<file path="src/rtl/ir_receiver_pkg.sv">
// Shared IrDA SIR receive definitions: frame geometry, FSM encoding and parity helper.
package ir_receiver_pkg;

    localparam int FRAME_BITS = 11;   // start + 8 data + parity + stop
    localparam int OVERSAMPLE = 16;   // ticks per bit period
    localparam int HALF_BIT   = 8;    // ticks from start accept to mid start bit
    localparam int DATA_BITS  = 8;

    typedef enum logic [2:0] {
        ST_IDLE   = 3'd0,
        ST_START  = 3'd1,
        ST_DATA   = 3'd2,
        ST_PARITY = 3'd3,
        ST_STOP   = 3'd4,
        ST_DONE   = 3'd5
    } rx_state_e;

    // Even parity bit for a data byte: XOR of all data bits.
    function automatic logic even_parity(input logic [DATA_BITS-1:0] d);
        return ^d;
    endfunction

endpackage

</file>
<file path="src/rtl/ir_oversample_tick.sv">
// Oversample tick generator: one-cycle tick every TICK_DIV clocks while enabled.
// After restart the first tick is consumed exactly TICK_DIV clocks later.
module ir_oversample_tick #(
    parameter int TICK_DIV = 325
) (
    input  logic clock,
    input  logic reset,
    input  logic enable,
    input  logic restart,
    output logic tick
);

    localparam int              CNT_W    = $clog2(TICK_DIV);
    localparam logic [CNT_W-1:0] CNT_LAST = CNT_W'(TICK_DIV - 1);
    localparam logic [CNT_W-1:0] CNT_PRE  = CNT_W'(TICK_DIV - 2);

    logic [CNT_W-1:0] cnt_r;
    logic             tick_r;

    // Divider counter; tick is registered one count early so it lines up with the wrap.
    always_ff @(posedge clock) begin
        if (reset) begin
            cnt_r  <= '0;
            tick_r <= 1'b0;
        end else if (restart) begin
            cnt_r  <= '0;
            tick_r <= 1'b0;
        end else if (enable) begin
            cnt_r  <= (cnt_r == CNT_LAST) ? '0 : cnt_r + CNT_W'(1);
            tick_r <= (cnt_r == CNT_PRE);
        end else begin
            cnt_r  <= cnt_r;
            tick_r <= 1'b0;
        end
    end

    assign tick = tick_r;

endmodule

</file>
<file path="src/rtl/ir_receiver.sv">
// IrDA SIR receiver: synchronises the raw IR line, filters the start pulse,
// demodulates 16-tick bit windows (pulse = 0) and delivers each byte with
// parity/framing status and a one-cycle strobe.
module ir_receiver
    import ir_receiver_pkg::*;
#(
    parameter int TICK_DIV  = 325,
    parameter int MIN_PULSE = 2
) (
    input  logic                 clock,
    input  logic                 reset,
    input  logic                 rx_in,
    output logic [DATA_BITS-1:0] data,
    output logic                 data_valid,
    output logic                 parity_error,
    output logic                 frame_error,
    output logic                 rx_busy
);

    localparam int                HI_W       = (MIN_PULSE > 1) ? $clog2(MIN_PULSE) : 1;
    localparam logic [HI_W-1:0]   HI_LAST    = HI_W'(MIN_PULSE - 1);
    localparam int                TICK_W     = $clog2(OVERSAMPLE);
    localparam logic [TICK_W-1:0] START_LAST = TICK_W'(HALF_BIT - 1);
    localparam logic [TICK_W-1:0] WIN_LAST   = TICK_W'(OVERSAMPLE - 1);
    localparam int                IDX_W      = $clog2(FRAME_BITS);
    localparam int                DIDX_W     = $clog2(DATA_BITS);
    localparam logic [IDX_W-1:0]  DATA_LAST  = IDX_W'(DATA_BITS - 1);

    // Synchroniser; rx_sync_r is the synchronised line (rx_s) used everywhere.
    logic rx_meta_r;
    logic rx_sync_r;

    rx_state_e state_r, state_s;

    logic [HI_W-1:0]      hi_cnt_r,       hi_cnt_s;
    logic [TICK_W-1:0]    tick_cnt_r,     tick_cnt_s;
    logic [IDX_W-1:0]     bit_idx_r,      bit_idx_s;
    logic                 latch_r,        latch_s;
    logic [DATA_BITS-1:0] shift_r,        shift_s;
    logic                 parity_bit_r,   parity_bit_s;
    logic                 frame_err_r,    frame_err_s;
    logic [DATA_BITS-1:0] data_r,         data_s;
    logic                 data_valid_r,   data_valid_s;
    logic                 parity_error_r, parity_error_s;
    logic                 frame_error_r,  frame_error_s;
    logic                 rx_busy_r,      rx_busy_s;

    logic tick_s;
    logic enable_s;
    logic restart_s;
    logic hit_s;
    logic rx_bit_s;
    logic start_end_s;
    logic win_end_s;

    assign enable_s    = (state_r != ST_IDLE);
    assign hit_s       = latch_r | rx_sync_r;
    assign rx_bit_s    = ~hit_s;
    assign start_end_s = tick_s && (tick_cnt_r == START_LAST);
    assign win_end_s   = tick_s && (tick_cnt_r == WIN_LAST);

    ir_oversample_tick #(
        .TICK_DIV (TICK_DIV)
    ) u_tick (
        .clock   (clock),
        .reset   (reset),
        .enable  (enable_s),
        .restart (restart_s),
        .tick    (tick_s)
    );

    // Two-stage synchroniser for the asynchronous IR line.
    always_ff @(posedge clock) begin
        if (reset) begin
            rx_meta_r <= 1'b0;
            rx_sync_r <= 1'b0;
        end else begin
            rx_meta_r <= rx_in;
            rx_sync_r <= rx_meta_r;
        end
    end

    // Tick counter within the current window and the pulse latch that records any high cycle.
    always_comb begin
        tick_cnt_s = tick_cnt_r;
        latch_s    = latch_r;
        case (state_r)
            ST_START: begin
                if (start_end_s) begin
                    tick_cnt_s = '0;
                    latch_s    = 1'b0;
                end else if (tick_s) begin
                    tick_cnt_s = tick_cnt_r + TICK_W'(1);
                    latch_s    = hit_s;
                end else begin
                    latch_s    = hit_s;
                end
            end
            ST_DATA, ST_PARITY, ST_STOP: begin
                if (win_end_s) begin
                    tick_cnt_s = '0;
                    latch_s    = 1'b0;
                end else if (tick_s) begin
                    tick_cnt_s = tick_cnt_r + TICK_W'(1);
                    latch_s    = hit_s;
                end else begin
                    latch_s    = hit_s;
                end
            end
            default: begin
                tick_cnt_s = '0;
                latch_s    = 1'b0;
            end
        endcase
    end

    // Frame FSM next state, data assembly and output updates.
    always_comb begin
        state_s        = state_r;
        hi_cnt_s       = '0;
        bit_idx_s      = bit_idx_r;
        shift_s        = shift_r;
        parity_bit_s   = parity_bit_r;
        frame_err_s    = frame_err_r;
        data_s         = data_r;
        parity_error_s = parity_error_r;
        frame_error_s  = frame_error_r;
        data_valid_s   = 1'b0;
        restart_s      = 1'b0;
        case (state_r)
            ST_IDLE: begin
                bit_idx_s = '0;
                if (rx_sync_r) begin
                    if (hi_cnt_r == HI_LAST) begin
                        state_s   = ST_START;
                        restart_s = 1'b1;
                    end else begin
                        hi_cnt_s  = hi_cnt_r + HI_W'(1);
                    end
                end else begin
                    hi_cnt_s = '0;
                end
            end
            ST_START: begin
                if (start_end_s) begin
                    state_s   = ST_DATA;
                    bit_idx_s = '0;
                end else begin
                    state_s   = ST_START;
                end
            end
            ST_DATA: begin
                if (win_end_s) begin
                    shift_s[bit_idx_r[DIDX_W-1:0]] = rx_bit_s;
                    bit_idx_s = bit_idx_r + IDX_W'(1);
                    if (bit_idx_r == DATA_LAST) begin
                        state_s = ST_PARITY;
                    end else begin
                        state_s = ST_DATA;
                    end
                end else begin
                    state_s = ST_DATA;
                end
            end
            ST_PARITY: begin
                if (win_end_s) begin
                    parity_bit_s = rx_bit_s;
                    state_s      = ST_STOP;
                end else begin
                    state_s      = ST_PARITY;
                end
            end
            ST_STOP: begin
                if (win_end_s) begin
                    frame_err_s = hit_s;
                    state_s     = ST_DONE;
                end else begin
                    state_s     = ST_STOP;
                end
            end
            ST_DONE: begin
                data_s         = shift_r;
                parity_error_s = even_parity(shift_r) ^ parity_bit_r;
                frame_error_s  = frame_err_r;
                data_valid_s   = 1'b1;
                state_s        = ST_IDLE;
            end
            default: begin
                state_s = ST_IDLE;
            end
        endcase
        // Busy covers the accept edge through the strobe cycle inclusive.
        rx_busy_s = (state_s != ST_IDLE) || (state_r == ST_DONE);
    end

    // State and datapath registers.
    always_ff @(posedge clock) begin
        if (reset) begin
            state_r        <= ST_IDLE;
            hi_cnt_r       <= '0;
            tick_cnt_r     <= '0;
            bit_idx_r      <= '0;
            latch_r        <= 1'b0;
            shift_r        <= '0;
            parity_bit_r   <= 1'b0;
            frame_err_r    <= 1'b0;
            data_r         <= '0;
            data_valid_r   <= 1'b0;
            parity_error_r <= 1'b0;
            frame_error_r  <= 1'b0;
            rx_busy_r      <= 1'b0;
        end else begin
            state_r        <= state_s;
            hi_cnt_r       <= hi_cnt_s;
            tick_cnt_r     <= tick_cnt_s;
            bit_idx_r      <= bit_idx_s;
            latch_r        <= latch_s;
            shift_r        <= shift_s;
            parity_bit_r   <= parity_bit_s;
            frame_err_r    <= frame_err_s;
            data_r         <= data_s;
            data_valid_r   <= data_valid_s;
            parity_error_r <= parity_error_s;
            frame_error_r  <= frame_error_s;
            rx_busy_r      <= rx_busy_s;
        end
    end

    assign data         = data_r;
    assign data_valid   = data_valid_r;
    assign parity_error = parity_error_r;
    assign frame_error  = frame_error_r;
    assign rx_busy      = rx_busy_r;

endmodule
</file>
<file path="config.mk">
export PLATFORM = sky130hd
export DESIGN_NAME = ir_receiver
export DESIGN_NICKNAME = d
export VERILOG_FILES = /design/src/rtl/ir_receiver_pkg.sv /design/src/rtl/ir_oversample_tick.sv /design/src/rtl/ir_receiver.sv
export SDC_FILE = /design/constraint.sdc
export NUM_CORES = 1
export LEC_CHECK = 0
export ABC_AREA = 1
export CORE_MARGIN = 2
export CORE_UTILIZATION = 43
export CTS_CLUSTER_SIZE = 28
export DETAILED_ROUTE_END_ITERATION = 10
export SKIP_LAST_GASP = 1
export SYNTH_ARGS = -nofsm -noshare
export SYNTH_HDL_FRONTEND = slang
export SYNTH_HIERARCHICAL = 1
export SYNTH_SLANG_ARGS = --single-unit
export TNS_END_PERCENT = 30
</file>
<file path="constraint.sdc">
create_clock -name clock -period 1.6 [get_ports clock]
set_clock_uncertainty 0.15 [all_clocks]
set_input_delay 0.32 -clock clock [delete_from_list [all_inputs] [get_ports clock]]
set_output_delay 0.32 -clock clock [all_outputs]
set_load 0.01 [all_outputs]
</file>
# ---- Word-level counts from Yosys, hierarchy flattened
# Index checks and enable logic that the tools add are counted.
dict set report totals {
  inputBits 3
  out_inout_bits 12
  ff_bits 47
}
dict set report classes {
  addsub 4
  eq_ne 12
  n_bitwise 6
  magnitude_cmp 2
  n_mux 26
  reduce_logical 17
}
# cell n
set ops {}
lappend ops {{$mux 4} 5}
lappend ops {{$eq 9x9->1 const B} 2}
lappend ops {{$pmux 3 s5} 1}
lappend ops {{$mux 3} 4}
lappend ops {{$pmux 4 s3} 1}
lappend ops {{$add 9x1->9 const B} 1}
lappend ops {{$mux 1} 9}
lappend ops {{$mux 9} 1}
lappend ops {{$reduce_bool 3->1} 3}
lappend ops {{$add 4x1->4 const B} 2}
lappend ops {{$bwmux 8} 1}
lappend ops {{$eq 4x3->1 const B} 2}
lappend ops {{$pmux 4 s2} 1}
lappend ops {{$reduce_xor 8->1} 1}
lappend ops {{$eq 3x2->1 const B} 2}
lappend ops {{$eq 3x3->1 const B} 2}
lappend ops {{$reduce_and 2->1} 3}
lappend ops {{$reduce_or 3->1} 2}
lappend ops {{$eq 4x4->1 const B} 1}
lappend ops {{$lt 3x4->1 const B} 1}
lappend ops {{$ne 2x2->1 const B} 2}
lappend ops {{$not 1->1} 4}
lappend ops {{$reduce_or 4->1} 1}
lappend ops {{$demux 1 s3} 1}
lappend ops {{12 further kinds} 14}

# ---- Depth between registers and ports, before layout
dict set report depth {
  depth_word 6
  depth_mapped 10
  mapped_depth_nobuf 10
}

# ---- By module
# Netlist, hierarchy kept.
# module instances seq_area_each_um2 cells_per_inst area_each_um2
set by_module_without_submodules {}
lappend by_module_without_submodules {ir_receiver 1 740.7 251 1765.4}
lappend by_module_without_submodules {ir_oversample_tick 1 200.2 73 559.3}

# ---- Worst setup path before layout
# No wires, ideal clock.
dict set report synth_timing {
  path_type {flip-flop to flip-flop}
  startpoint {register state_r[1]}
  endpoint {register u_tick.tick_r, in the netlist u_tick/tick}
  arrival_ns 1.261
  setup_time_ns 0.087
  synth_period_minus_slack_ns 1.498
  path_stages_with_launch 9
  path_slack_ns 0.102
  cell_sequence {dfxtp_1 nor2_2 nand2_1 nor2_1 nand2_1 inv_1 nor2_2 nand2_1 nor4b_2}
}
dict set report synth_via {
  elab_chain_len 3
  elab_cells_between_ends 5
}
# element line_no
set synth_rtl {}
lappend synth_rtl {{from (decl)} ir_receiver.sv:33} ;# rx_state_e state_r, state_s;
lappend synth_rtl {{from (signal assigned)} ir_receiver.sv:213} ;# state_r <= state_s;
lappend synth_rtl {{$reduce_bool 3->1} ir_receiver.sv:56} ;# assign enable_s = (state_r != ST_IDLE);
lappend synth_rtl {{net enable_s} ir_receiver.sv:49} ;# logic enable_s;
lappend synth_rtl {{$not 1->1 (no line)} --}
lappend synth_rtl {{$reduce_or 3->1 (no line)} --}
lappend synth_rtl {{to (signal assigned)} ir_oversample_tick.sv:30} ;# tick_r <= (cnt_r == CNT_PRE);
lappend synth_rtl {{to (decl)} ir_oversample_tick.sv:18} ;# logic tick_r;
# The timed path passes the listed nets, and every way through them passes these cells.
# A chain may end at the register's enable or synchronous reset.

# ---- Worst setup path in the final report
dict set report layout_timing {
  startpoint {register data_r[5], in the netlist data[5]}
  endpoint {output port data[5]}
}
# element line_no
set layout_lines {}
lappend layout_lines {{from (decl)} ir_receiver.sv:42} ;# logic [DATA_BITS-1:0] data_r, data_s;
lappend layout_lines {{from (signal assigned)} ir_receiver.sv:221} ;# data_r <= data_s;
lappend layout_lines {{to (decl)} ir_receiver.sv:13} ;# output logic [DATA_BITS-1:0] data,
# No word-level cell between the ends.

==> run_results.csv <==
group,metric,value,unit
placed_design,dp_hpwl,3310,um
routing,vias,1954,
finish,nFillCells,498,
yosys,ys_types,35,
finish,layout-drive-gt1-share,0.150,
floorplanning,die_w,77.5,um
routing,routedWlPerCell,10.4,um
setup_path,crit_required,1.13,ns
setup_path,path_cells,"clkdlybuf4s50_1",
min_path,hold_class,"flip-flop to flip-flop",
yosys,yosys_warnings,6,
clock_tree,path_clk_slew,0.08,ns
yosys,synth.ff_latch_count,47,
setup_path,crit_path_start_kind,"flip-flop",
job,drv_cap,0,
sta,slew_headroom,0.822,
pwr,ir_drop,0.368,mV
clock_tree,cts-root-buf,"clkbuf_8",
pwr,power_density,699,nW/um^2
finish,nets,360,
grt,grt_pass1_vias,1838,
yosys,syn_nets,331,
outcome,outcome,"finished, violations left",
min_path,hp-start,"rx_meta_r",
finish,postLayoutCellArea,2780,sq um
setup_path,reg2reg_from,"state_r[0]",
routing,postRouteAntennaNets,0,
sta,rsz0062_at_grt,"yes",
clock_tree,cts.sinks,47,
floorplanning,io_pins,15,
finish,area_growth,19.7,%
yosys,synthesis.area,2320,sq um
yosys,syn-instance-count,324,
clock_tree,clockBufferDepth,2,
setup_path,crit_fanout,2,
floorplanning,start_util,0.449,
setup_path,crit_buf_inv,1,
grt,grt_pass1_wl,7840,um
routing,viasPerCell,4.62,
pwr,power_leakage,0.00131,uW
sta,hold-worst-slack,0.256,ns
finish,seqCellArea,941,sq um
clock_tree,insertion_delay,0.29,ns
finish,final_common_cell,"nand2_1",
placed_design,gp_congestion,0.815,
clock_tree,cts_inserted_buffers,5,
finish,diodes,0,
sta,drv_slew,0,
yosys,seq_area_frac_synth,0.405,
sta,period_needed,1.62,ns
routing,drt-initial-drc-count,77,
setup_path,cp.arrival,1.15,ns
placed_design,port_buffers,14,
grt,grt_start_max_net_pins,21,
sta,worst_pin_slew,0.266,ns
setup_path,path_class,"flip-flop to output port",
clock_tree,holdBufCountCts,0,
pwr,total_power,1950,uW
sta,hold_viol_final,0,
grt,grt_usage,0.159,
setup_path,cp_slowest_cell,"clkdlybuf4s50_1",
setup_path,crit_path_start,"data[5]",
floorplanning,coreArea,5170,sq um
floorplanning,die-height,77.5,um
yosys,avgSynthCellArea,7.18,sq um
placed_design,place_area,2650,sq um
sta,timing.fmax,617,MHz
floorplanning,placement_rows,26,
floorplanning,die_area,6010,sq um
setup_path,crit_path_end_kind,"output port",
routing,totalWireLength,4400,um
sta,setup_ws,-0.0212,ns
sta,setup-violations-final,3,
sta,fin_crit_sh,1.01,
outcome,violations,"setup timing",
routing,route.detailed.drc,0,
setup_path,cpPeakStageDelay,0.53,ns
routing,drt-pass1-iter-count,4,
clock_tree,cts_tree,"yes",
grt,antenna_found_initial,0,
finish,final_cell_mix,"nand2_1, dfxtp_1, inv_1",
grt,gr-total-overflow,0,
setup_path,crit_family,"buffers and inverters",
clock_tree,htree_levels,2,
finish,multi_input_area,1180,sq um
==> cell type report <==
class	instances	area share
tap	70	0.0315
clock inverter	1	0.00180
multi-input combinational	218	0.425
timing repair buffer	29	0.103
clock buffer	6	0.0297
inverter	52	0.0706
sequential	47	0.338
==> synth_stat cells, drive strengths merged <==
cell type  count  area share
buf            4       0.011
mux2i          2      0.0086
nor2          46       0.090
a21boi         1      0.0048
clkbuf         3      0.0048
nor4b          1      0.0065
nor3           8       0.022
nor4           1      0.0027
nand2         74        0.14
nand4          5       0.016
xnor2          2      0.0075
nand3         24       0.059
ha             4       0.022
o21ai         22       0.049
nand3b         1      0.0032
clkinv         3      0.0054
xor2           5       0.019
o21a           1      0.0032
a21oi         21       0.045
inv           49       0.079
dfxtp         47        0.40
==> report_power, final <==
part	leakage [uW]	internal (uW)	switching, uW
Sequential	0.000379	1170	1.91
Clock	0.0000470	339	376
Combinational	0.000887	25.3	31.9
Total	0.00131	1540	409
==> worst paths after layout <==
kind	slack [ns]	depth (start not counted)	end
setup / recovery	-0.02	1	data[5]
hold / removal	0.26	2	rx_sync_r
setup reg to reg	0.09	8	u_tick/cnt_r[8]
hold reg to reg	0.26	2	rx_sync_r
==> what timing repair did <==
action                     in CTS  in global routing
pin swaps                       0                  2
setup buffers                   0                  1
gates resized for setup         3                 10
setup endpoints to repair      13                 37
==> metrics by stage <==
| step | util | TNS, ns | cells | worst slack [ns] |
|---|---|---|---|---|
| CTS | 0.529 | -0.322 | 422 | -0.0449 |
| floorplan | - | 0 | 324 | 0.102 |
| finish | 0.538 | -0.0445 | 423 | -0.0212 |
| global placement | 0.512 | 0 | 415 | 0.0276 |
| global route | 0.538 | -0.503 | 423 | -0.0729 |
| detailed placement | 0.512 | 0 | 415 | 0.00164 |
==> per-layer routing <==
layer	part of all wire	track usage	wire length, um
met1	0.52	0.205	2290
met2	0.43	0.261	1910
met3	0.030	0.0384	132
met4	0.014	0.0536	63
met5	0	0	0
==> state kept, by name (all words and copies together) (netlist names), 3 cells and up <==
register,flops
u_tick/cnt_r,9
data,8
shift_r,8
bit_idx_r,4
tick_cnt_r,4
state_r,3
==> cells by family after synthesis <==
group,synth area share
compound gates,0.102
xor+xnor,0.0264
fa+ha+maj,0.0215
buf+inv,0.101
flops,0.405
mux,0.00861
simple gates,0.336
Note: power is estimated with default switching activity, not from simulation.
